$ cat config.mk
export PLATFORM = sky130hd
export DESIGN_NAME = mem_arbiter
export DESIGN_NICKNAME = d
export VERILOG_FILES = /design/src/rtl/mem_arbiter.sv
export SDC_FILE = /design/constraint.sdc
export NUM_CORES = 1
export LEC_CHECK = 0
export CAP_MARGIN = 20
export CORE_UTILIZATION = 36
export CTS_CLUSTER_DIAMETER = 50
export DETAILED_ROUTE_END_ITERATION = 8
export PLACE_DENSITY = 0.93
export SYNTH_ARGS = -nofsm -noshare
export SYNTH_HDL_FRONTEND = slang
export SYNTH_SLANG_ARGS = --single-unit
$ cat constraint.sdc
create_clock -name CLK -period 2.01 [get_ports CLK]
set_clock_uncertainty 0.05 [all_clocks]
set_input_delay 0.3015 -clock CLK [delete_from_list [all_inputs] [get_ports CLK]]
set_output_delay 0.3015 -clock CLK [all_outputs]
set_load 0.01 [all_outputs]
$ cat src/rtl/mem_arbiter.sv
// mem_arbiter: arbitrates instruction fetches and data accesses onto one shared memory port.
// Ports:
//   CLK, nRST            clock (rising edge) and asynchronous active-low reset
//   iREN, iaddr, halt    fetch request, fetch address, halt (suppresses new fetch grants)
//   dREN, dWEN, daddr,   data read/write requests, address and write data
//   dstore
//   ihit, iload          fetch completion pulse and returned instruction
//   dhit, dload          data completion pulse and returned read data
//   ramREN, ramWEN,      shared memory port strobes, address and write data
//   ramaddr, ramstore
//   ramload, ram_ready   memory read data and access-complete indication
module mem_arbiter #(
  parameter int STARVE_MAX = 4
) (
  input  logic        CLK,
  input  logic        nRST,
  input  logic        iREN,
  input  logic [31:0] iaddr,
  input  logic        halt,
  input  logic        dREN,
  input  logic        dWEN,
  input  logic [31:0] daddr,
  input  logic [31:0] dstore,
  output logic        ihit,
  output logic        dhit,
  output logic [31:0] iload,
  output logic [31:0] dload,
  output logic        ramREN,
  output logic        ramWEN,
  output logic [31:0] ramaddr,
  output logic [31:0] ramstore,
  input  logic [31:0] ramload,
  input  logic        ram_ready
);
  localparam logic [1:0] IDLE    = 2'd0;
  localparam logic [1:0] IFETCH  = 2'd1;
  localparam logic [1:0] DACCESS = 2'd2;
  localparam logic [2:0] SMAX    = 3'(STARVE_MAX);

  logic [1:0]  state_q, state_d;
  logic [2:0]  starve_q, starve_d;
  logic [31:0] addr_q, addr_d, store_q, store_d;
  logic        wen_q, wen_d;
  logic        fetch_req, data_req, grant_i, grant_d, busy;

  always_comb begin
    fetch_req = iREN & ~halt;
    data_req  = dREN | dWEN;
    // data normally wins; a fetch that has waited STARVE_MAX data grants takes priority
    grant_i   = (state_q == IDLE) & fetch_req & (~data_req | (starve_q == SMAX));
    grant_d   = (state_q == IDLE) & data_req & ~grant_i;
    state_d   = state_q;
    starve_d  = starve_q;
    addr_d    = addr_q;
    store_d   = store_q;
    wen_d     = wen_q;
    if (state_q == IDLE) begin
      starve_d = (~fetch_req | grant_i) ? 3'd0 :
                 (grant_d & (starve_q != SMAX)) ? starve_q + 3'd1 : starve_q;
      if (grant_i | grant_d) begin
        state_d = grant_i ? IFETCH : DACCESS;
        addr_d  = grant_i ? iaddr : daddr;
        // dREN & dWEN together is treated as a write
        wen_d   = grant_d & dWEN;
        store_d = (grant_d & dWEN) ? dstore : 32'd0;
      end
    end else if (ram_ready) begin
      state_d = IDLE;
    end
  end

  always_ff @(posedge CLK, negedge nRST) begin
    if (!nRST) begin
      state_q  <= IDLE;
      starve_q <= 3'd0;
      addr_q   <= 32'd0;
      store_q  <= 32'd0;
      wen_q    <= 1'b0;
    end else begin
      state_q  <= state_d;
      starve_q <= starve_d;
      addr_q   <= addr_d;
      store_q  <= store_d;
      wen_q    <= wen_d;
    end
  end

  // a dropped request still runs to ram_ready but produces no hit
  assign busy     = state_q != IDLE;
  assign ramREN   = (state_q == IFETCH) | ((state_q == DACCESS) & ~wen_q);
  assign ramWEN   = (state_q == DACCESS) & wen_q;
  assign ramaddr  = busy ? addr_q : 32'd0;
  assign ramstore = busy ? store_q : 32'd0;
  assign ihit     = (state_q == IFETCH) & ram_ready & iREN;
  assign dhit     = (state_q == DACCESS) & ram_ready & (wen_q | dREN);
  assign iload    = ihit ? ramload : 32'd0;
  assign dload    = (dhit & ~wen_q) ? ramload : 32'd0;
endmodule

==> results.cfg, run 1 <==
[pwr]
p_per_area_mw_per_mm2 = 1050
leakage_nw = 3.75
peakVddDrop_v = 0.000483

[placed_design]
port_buffers = 266
hpwl_um = 10800
placedCellCount = 815
gp_congestion = 0.844

[synthesis]
syn-num-nets = 557
ys_types = 27
syn_area_per_cell_um2 = 9.10
yosysTopAreaCell = dfrtp_1
synthCells = 420
ys_seq_area_frac = 0.458
yosysTopAreaCellShare = 0.458
netlist_area_mm2 = 0.00382
synth_seq_cells = 70
yosysWarningCount = 0
ys_top_cells_by_area = dfrtp_1 46%, and2_1 21%, a22o_1 7.3%

[finish]
area_growth_pct = 103
drive_above_1_share = 0.438
utilization = 0.751
layoutNonFillerInstCount = 865
nNetsFinal = 857
fillers = 700
layout_commonest_cell = clkdlybuf4s50_1
layout_common_cells = 133 x clkdlybuf4s50_1, 119 x buf_6, 104 x and2_4
multi_input_area_mm2 = 0.00223
regArea_mm2 = 0.00175

[critical_path]
slowest_delay_ns = 0.43
setup.worst_path.start = state_q[0]
cp_slowest_cell = dfrtp_1
cp.required_ns = 1.66
critPathLaunchType = flip-flop
r2r_start = state_q[0]
crit_arrival_ns = 1.81
path_common_cell = buf_6
worstSetupEndpointType = output pin
critPathMaxFanout = 6
critPathKind = flip-flop to output pin
critPathTopFamily = simple AND/OR/NAND/NOR gates
critical_path_buf_inv_count = 4
path_cells = nor2b_4 > o211a_1 > nor2b_4 > buf_6 > buf_6 > buf_6 > and2_4 > buf_6

[global_routing]
antenna_found_initial = 5
grt_pass1_wl_um = 22800
grt_pass1_vias = 4497
grt_overflow_total = 0
grt_usage = 0.267
grt_start_max_net_pins = 71

[die]
fp.dieH_um = 105
die_w_um = 105
core_area_mm2 = 0.0103
fp-row-count = 37
io-pin-count = 267
die-area_mm2 = 0.0110
start_util = 0.370

[outcome]
status = finished with violations
failed_checks = negative setup slack

[flow_run]
maxCapViolCount = 0

[route]
drtIter0Drc = 203
wire_per_inst_um = 19.7
postRouteAntennaNets = 0
finalWirelength_um = 17000
num_vias = 4442
drc = 0
first_pass_iters = 4
avgViaCountPerCell = 5.14

[sta]
fin_crit_sh = 1.07
rsz0062_at_grt = true
hold_viol = 0
drv_slew = 0
setup_violations = 99
slew_headroom = 0.748
fmax_ghz = 0.463
fin_ws_ns = -0.150
tightest_slew_ns = 0.377
fin_crit_ns = 2.16

[clocking]
clk_latency_ns = 0.34
cts_tree = done
cts-root-buf = clkbuf_8
cts_num_sinks = 70
htree_levels = 3
cts.reportedPaths.clkPinSlew_ns = 0.08
ctsLongestPathBuffers = 2
cts_made_buffers = 9

[worst_hold_path]
hp-start = addr_q[3]
hold_path.class = flip-flop to flip-flop
path summary, 6_finish.rpt:
path | endpoint | depth (start not counted) | slack [ns]
worst max-delay path | dload[30] | 8 | -0.15
worst min-delay path | addr_q[3] | 2 | 0.44
worst max register to register | addr_q[4] | 8 | 0.04
worst min register to register | addr_q[3] | 2 | 0.44
max in group asynchronous | store_q[5] | 3 | 1.11
min in group asynchronous | store_q[19] | 3 | 0.50
layout make-up:
cell class / count / share of cell area
multi-input combinational: 313 / 0.287
antenna: 5 / 0.00161
inverter: 5 / 0.00242
clock inverter: 4 / 0.00613
clock buffer: 11 / 0.0182
timing repair buffer: 321 / 0.436
tap: 136 / 0.0219
sequential: 70 / 0.226
per-stage QoR:
stage | hold slack, ns | worst slack (ns) | instance area [um^2] | total power [mW] | TNS, ns
after floorplan | -0.0441 | 0.192 | 3820 | 3.78 | 0
after global placement | 0.297 | -0.349 | 6810 | 5.61 | -26.05
after detailed placement | 0.323 | -0.386 | 6810 | 5.74 | -29.35
after CTS | 0.431 | -0.111 | 6780 | 6.56 | -0.878
after global routing | 0.479 | -0.209 | 7750 | 8.54 | -11.20
final | 0.437 | -0.150 | 7750 | 8.13 | -5.71
registers in the layout (all words and copies together) (netlist names):
name      count
store_q      32
starve_q      3
state_q       2
wen_q         1
addr_q       32
kinds of logic after synthesis:
| kind of cell | Yosys count | synth area share |
|---|---|---|
| adders and majority gates | 2 | 0.00654 |
| DFF | 70 | 0.458 |
| AOI/OAI and AO/OA | 101 | 0.174 |
| buffers and inverters | 38 | 0.0491 |
| muxes | 7 | 0.0183 |
| and+or+nand+nor | 202 | 0.294 |
where the power goes:
| part | switching [mW] | internal, mW | leakage (nW) |
|---|---|---|---|
| logic | 1.88 | 2.81 | 2.77 |
| clock network | 0.517 | 0.597 | 0.0952 |
| registers | 0.354 | 1.97 | 0.881 |
| total | 2.75 | 5.38 | 3.75 |
metal layers:
layer,global-route usage,part of all wire,vias to the layer above
li1,-,-,2003
met1,0.287,0.37,2169
met2,0.493,0.53,236
met3,0.0624,0.065,34
met4,0.120,0.034,0
met5,0,0,-
worst min-delay path, cell delays in order (launching register included):
cell,delay [ns]
dfrtp_1,0.35
nand2_1,0.04
o21ai_0,0.06
synthesized netlist by cell type (all sizes together):
cell type  instances
nand2             33
a22o              32
nor2              28
a21o               3
clkbuf            21
ha                 2
mux2i              7
and3               1
or2                1
inv                5
nor2b              4
buf               12
dfrtp             70
a32o               1
and2             129
a2bb2oi            1
o21ai             36
a21oi             25
nand3              3
nor4b              1
a311oi             1
o211a              1
nand2b             2
o31ai              1
what timing repair did:
item                                    in CTS  in global routing
buffers inserted                             7                  9
pin swaps                                   13                 72
endpoints found under the setup margin     132                135
endpoints found under the hold margin       70                  0
gates resized for setup                    580                190
hold buffers                                 1                  0
gates cloned                                 4                 12
Power figures use the tool's default switching activity.
==> run 2: changes to the inputs <==
--- a/config.mk
+++ b/config.mk
@@ -6,10 +6,14 @@
 export NUM_CORES = 1
 export LEC_CHECK = 0
 export CAP_MARGIN = 20
-export CORE_UTILIZATION = 36
+export CELL_PAD_IN_SITES_DETAIL_PLACEMENT = 1
+export CELL_PAD_IN_SITES_GLOBAL_PLACEMENT = 2
+export CORE_MARGIN = 2
+export CORE_UTILIZATION = 19
 export CTS_CLUSTER_DIAMETER = 50
 export DETAILED_ROUTE_END_ITERATION = 8
 export PLACE_DENSITY = 0.93
+export SLEW_MARGIN = 15
 export SYNTH_ARGS = -nofsm -noshare
 export SYNTH_HDL_FRONTEND = slang
 export SYNTH_SLANG_ARGS = --single-unit
==> results.cfg, run 2 (same netlist as run 1, synthesis figures left out) <==
[global_routing]
grt_usage = 0.161
grt_overflow_total = 0
grt_pass1_vias = 4542
grt_pass1_wl_um = 26700
grt_start_max_net_pins = 48
antenna_found_initial = 0

[route]
avgViaCountPerCell = 4.31
num_vias = 4310
drc = 0
postRouteAntennaNets = 0
first_pass_iters = 4
finalWirelength_um = 19700
wire_per_inst_um = 19.7
drtIter0Drc = 140

[critical_path]
cp.required_ns = 1.66
worstSetupEndpointType = output pin
critPathKind = flip-flop to output pin
crit_arrival_ns = 1.84
critPathLaunchType = flip-flop
critPathMaxFanout = 4

[pwr]
peakVddDrop_v = 0.000428
power_mw = 8.67
leakage_nw = 3.82
p_per_area_mw_per_mm2 = 1080

[clocking]
htree_levels = 3
cts_tree = done
cts.reportedPaths.clkPinSlew_ns = 0.06
cts_num_sinks = 70
cts_made_buffers = 9
cts-root-buf = clkbuf_16
ctsLongestPathBuffers = 2
clk_latency_ns = 0.33

[die]
core_area_mm2 = 0.0196
io-pin-count = 267
die_w_um = 146
start_util = 0.195
die-area_mm2 = 0.0213
fp.dieH_um = 146
fp-row-count = 51

[sta]
setup_tns_ns = -10.91
hold_ws_ns = 0.399
setup_violations = 135
fin_crit_sh = 1.09
fmax_ghz = 0.457
fin_ws_ns = -0.178
tightest_slew_ns = 0.398
fin_crit_ns = 2.19
rsz0062_at_grt = true
drv_slew = 0
slew_headroom = 0.734
hold_viol = 0

[finish]
drive_above_1_share = 0.390
area_growth_pct = 109
layout_commonest_cell = clkdlybuf4s50_1
nNetsFinal = 866
reg_top3 = addr_q (32), store_q (32), starve_q (3)
diodes = 0
layout_common_cells = 133 x clkdlybuf4s50_1, 72 x and2_1, 70 x dfrtp_1

[outcome]
status = finished with violations
failed_checks = negative setup slack

[placed_design]
gp_congestion = 0.871
port_buffers = 266
hpwl_um = 12300

[flow_run]
maxCapViolCount = 0

[worst_hold_path]
hold_path.class = primary input to asynchronous set/reset pin
-- run 2: cell types whose count changed in the layout (fill, tap and decap cells not counted), sizes merged --
cell         change
inv              +1
bufbuf           +1
clkbuf          +23
dlygate4sd2     +20
buf             -37
or2              -1
bufinv           +1
diode            -5
and3             +2
-- run 2: final timing paths --
check	depth (start not counted)	startpoint	end	slack, ns
worst max-delay path	7	state_q[0]	ramstore[20]	-0.18
worst min-delay path	2	nRST	addr_q[22]	0.40
worst max register to register	10	state_q[0]	addr_q[26]	-0.09
worst min register to register	2	addr_q[24]	addr_q[24]	0.42
max in group asynchronous	3	nRST	store_q[11]	0.93
min in group CLK	2	addr_q[24]	addr_q[24]	0.42
-- run 2: layout make-up --
cell class | count | area (um^2)
inverter | 5 | 18.8
fill | 2220 | 11600
clock buffer | 10 | 229
timing repair buffer | 329 | 3310
tap | 265 | 332
clock inverter | 6 | 93.8
multi-input combinational | 314 | 2260
sequential | 70 | 1750
-- run 2: layer usage --
metal  share of wire  up-vias  track usage  wire, um
met5               0        -            0         0
met3           0.040       29       0.0332       782
li1                -     2019            -         -
met1            0.40     2123        0.192      7960
met2            0.53      139        0.290     10500
met4           0.023        0       0.0480       448
-- run 2: through the flow --
stage	setup WS, ns	instance area (um^2)	cells	utilization
3_5_place_dp	-0.458	7000	945	0.357
2_1_floorplan	0.192	3820	420	-
6_report	-0.178	8000	999	0.408
5_1_grt	-0.230	8000	999	0.408
4_1_cts	-0.207	7350	979	0.375
3_3_place_gp	-0.355	7000	945	0.357
-- run 2: timing repair --
action / in CTS / in global routing
setup endpoints to repair: 131 / 188
hold buffers: 1 / 0
buffers inserted: 11 / 13
endpoints found under the hold margin: 25 / 0
pin swaps: 8 / 35
gates cloned: 7 / 9
gates resized for setup: 420 / 223
-- run 2: power by group --
| part | switching, mW | internal, mW |
|---|---|---|
| Clock | 0.651 | 1.10 |
| Combinational | 2.02 | 2.63 |
| Sequential | 0.300 | 1.97 |
| Total | 2.97 | 5.70 |
-- run 2: critical path: stages, from the launching register on --
cell     delay [ns]
dfrtp_1        0.41
buf_6          0.14
or2_4          0.28
buf_12         0.16
buf_16         0.13
buf_12         0.12
and2_4         0.15
buf_6          0.11
==> patch: new RTL, flow settings as in run 1 <==
`addr_q` no longer has a reset.
--- a/src/rtl/mem_arbiter.sv
+++ b/src/rtl/mem_arbiter.sv
@@ -73,16 +73,18 @@
     if (!nRST) begin
       state_q  <= IDLE;
       starve_q <= 3'd0;
-      addr_q   <= 32'd0;
       store_q  <= 32'd0;
       wen_q    <= 1'b0;
     end else begin
       state_q  <= state_d;
       starve_q <= starve_d;
-      addr_q   <= addr_d;
       store_q  <= store_d;
       wen_q    <= wen_d;
     end
+  end
+
+  always_ff @(posedge CLK) begin
+    addr_q <= addr_d;
   end
 
   // a dropped request still runs to ram_ready but produces no hit
Formal check against the unedited RTL: no difference found for any inputs over 4 cycles, from zero or initial values and one cycle with nRST low; that may be too few to reach the edited logic, so the function may still have changed.
==> patch against run 1 <==
The flow still finishes with violations (setup timing). Worst setup slack gained 0.096 ns. Final cell count fell by 11%. Final area fell by 8.1%. Register-to-register slack barely moved. Sequential cell count stayed put. Critical path depth down 2. Area after synthesis down 1.4%. Power decreased by 19%. Via count is 15% lower. Count of clock-buffer cells in the layout decreased by 1. Wire length decreased by 14%.
==> patch: results (changes against run 1) <==
[synth]
muxShareOfSynthArea_pct=9.555  ; +7.7 points
syn_area_per_cell_um2=11.68  ; +28%
ys_async_sr_fraction_pct=54.29  ; -46 points
synth_nets=460  ; -17%
synth-compound-area-share_pct=10.22  ; -7.2 points
synth_edf_count=32  ; +32
yosys-top-cells-area=edfxtp_1 (25%), dfrtp_1 (25%), and2_1 (21%)
synth.yosys.seq_area_share_pct=50.70  ; +4.9 points
synth_common_cells=and2_1 (128), dfrtp_1 (38), a22o_1 (33)

[worst_setup_path]
cpLargestDelayFamily=buffers and inverters
crit_path_top_delay_cell=dfrtp_2
r2r_end=store_q[17]
max_stage_delay_ns=0.46  ; +0.03 ns

[power_and_ir_drop]
p_switching_mw=2.208  ; -20%
p_leak_nw=3.297  ; -12%

[grt]
antenna_found_initial=0  ; -5
grt_usage_pct=25.28  ; -1.4 points
grt_max_degree=39  ; -45%
grt_util_met3_pct=6.391  ; +0.15 points
use_met1_pct=28.67  ; about the same
first_global_vias=3931  ; -13%

[status]
outcome=finished, violations left
violations=setup timing

[clocking]
cts-resized-gates=425  ; -27%

[sta]
setup_viol=50  ; -49%
fin_ws_ns=-0.05348  ; +0.09615 ns
tns_ns=-1.627  ; +4.087 ns

[place]
place_area_um2=6683  ; -1.9%
dpl.hpwl_um=9411  ; -13%
dp_slack_ns=-0.3428  ; +0.04323 ns
gp_congestion=0.8026  ; -4.9%

[final_layout]
fillers=706  ; +0.86%
drive_gt1_share_pct=43.80  ; about the same
finalNetCount=769  ; -10%
diodes=0  ; -5

[detailed_routing]
via_count=3763  ; -15%
finalWirelength_um=14630  ; -14%
drt-initial-drc-count=190  ; -6.4%

[hold_path]
hp-class=input pin to asynchronous set/reset pin

## patch: changes by cell type after synthesis, sizes merged, moves of 3 or more
cell | run 1 | this run
dfrtp | 70 | 38
nand3 | 3 | 0
mux2 | 0 | 32
nor2 | 28 | 5
nor2b | 4 | 1
edfxtp | 0 | 32
a21oi | 25 | 0
mux2i | 7 | 0
o21ai | 36 | 5
clkbuf | 21 | 13
nand2 | 33 | 2
## patch: cells by family (layout without fill, tap and decap cells)
group	count (synthesis)	after routing
multiplexers	32	32
AND/OR/NAND/NOR	147	153
buffers and inverters	29	337
adder cells (fa/ha/maj)	2	2
AO/OA/AOI/OAI	43	43
flip-flops	70	70
## patch: layout make-up
type	instances	area (µm²)	share of cell area (%)
Clock buffer	10	127.6	1.791
Clock inverter	6	62.56	0.8778
Multi-Input combinational cell	230	1899	26.65
Timing Repair Buffer	315	2930	41.12
Inverter	6	26.28	0.3687
Sequential cell	70	1914	26.86
Tap cell	133	166.4	2.335
## patch: metal layers
| metal | routed length, µm | vias up |
|---|---|---|
| met3 | 873 | 16 |
| li1 | - | 1743 |
| met2 | 7811 | 169 |
| met1 | 5691 | 1835 |
| met4 | 252 | 0 |
| met5 | 0 | - |
## patch: worst min path at each step
stage,from,end,slack (ns),cells after the start
global placement,nRST,store_q[12],0.38,1
CTS,nRST,store_q[5],0.01,1
finish,nRST,store_q[5],0.01,1
detailed placement,nRST,store_q[15],0.39,1
global route,nRST,starve_q[2],0.06,1
floorplan,nRST,starve_q[0],-0.04,0
## patch: power by group through the flow
stage,Combinational [mW],Sequential [mW],Clock (mW)
final,3.30,2.18,1.12
after global routing,3.51,2.22,1.21
after CTS,2.89,2.16,1.13
after detailed placement,2.84,2.17,0
after global placement,2.78,2.14,0
after floorplan,1.33,2.11,0
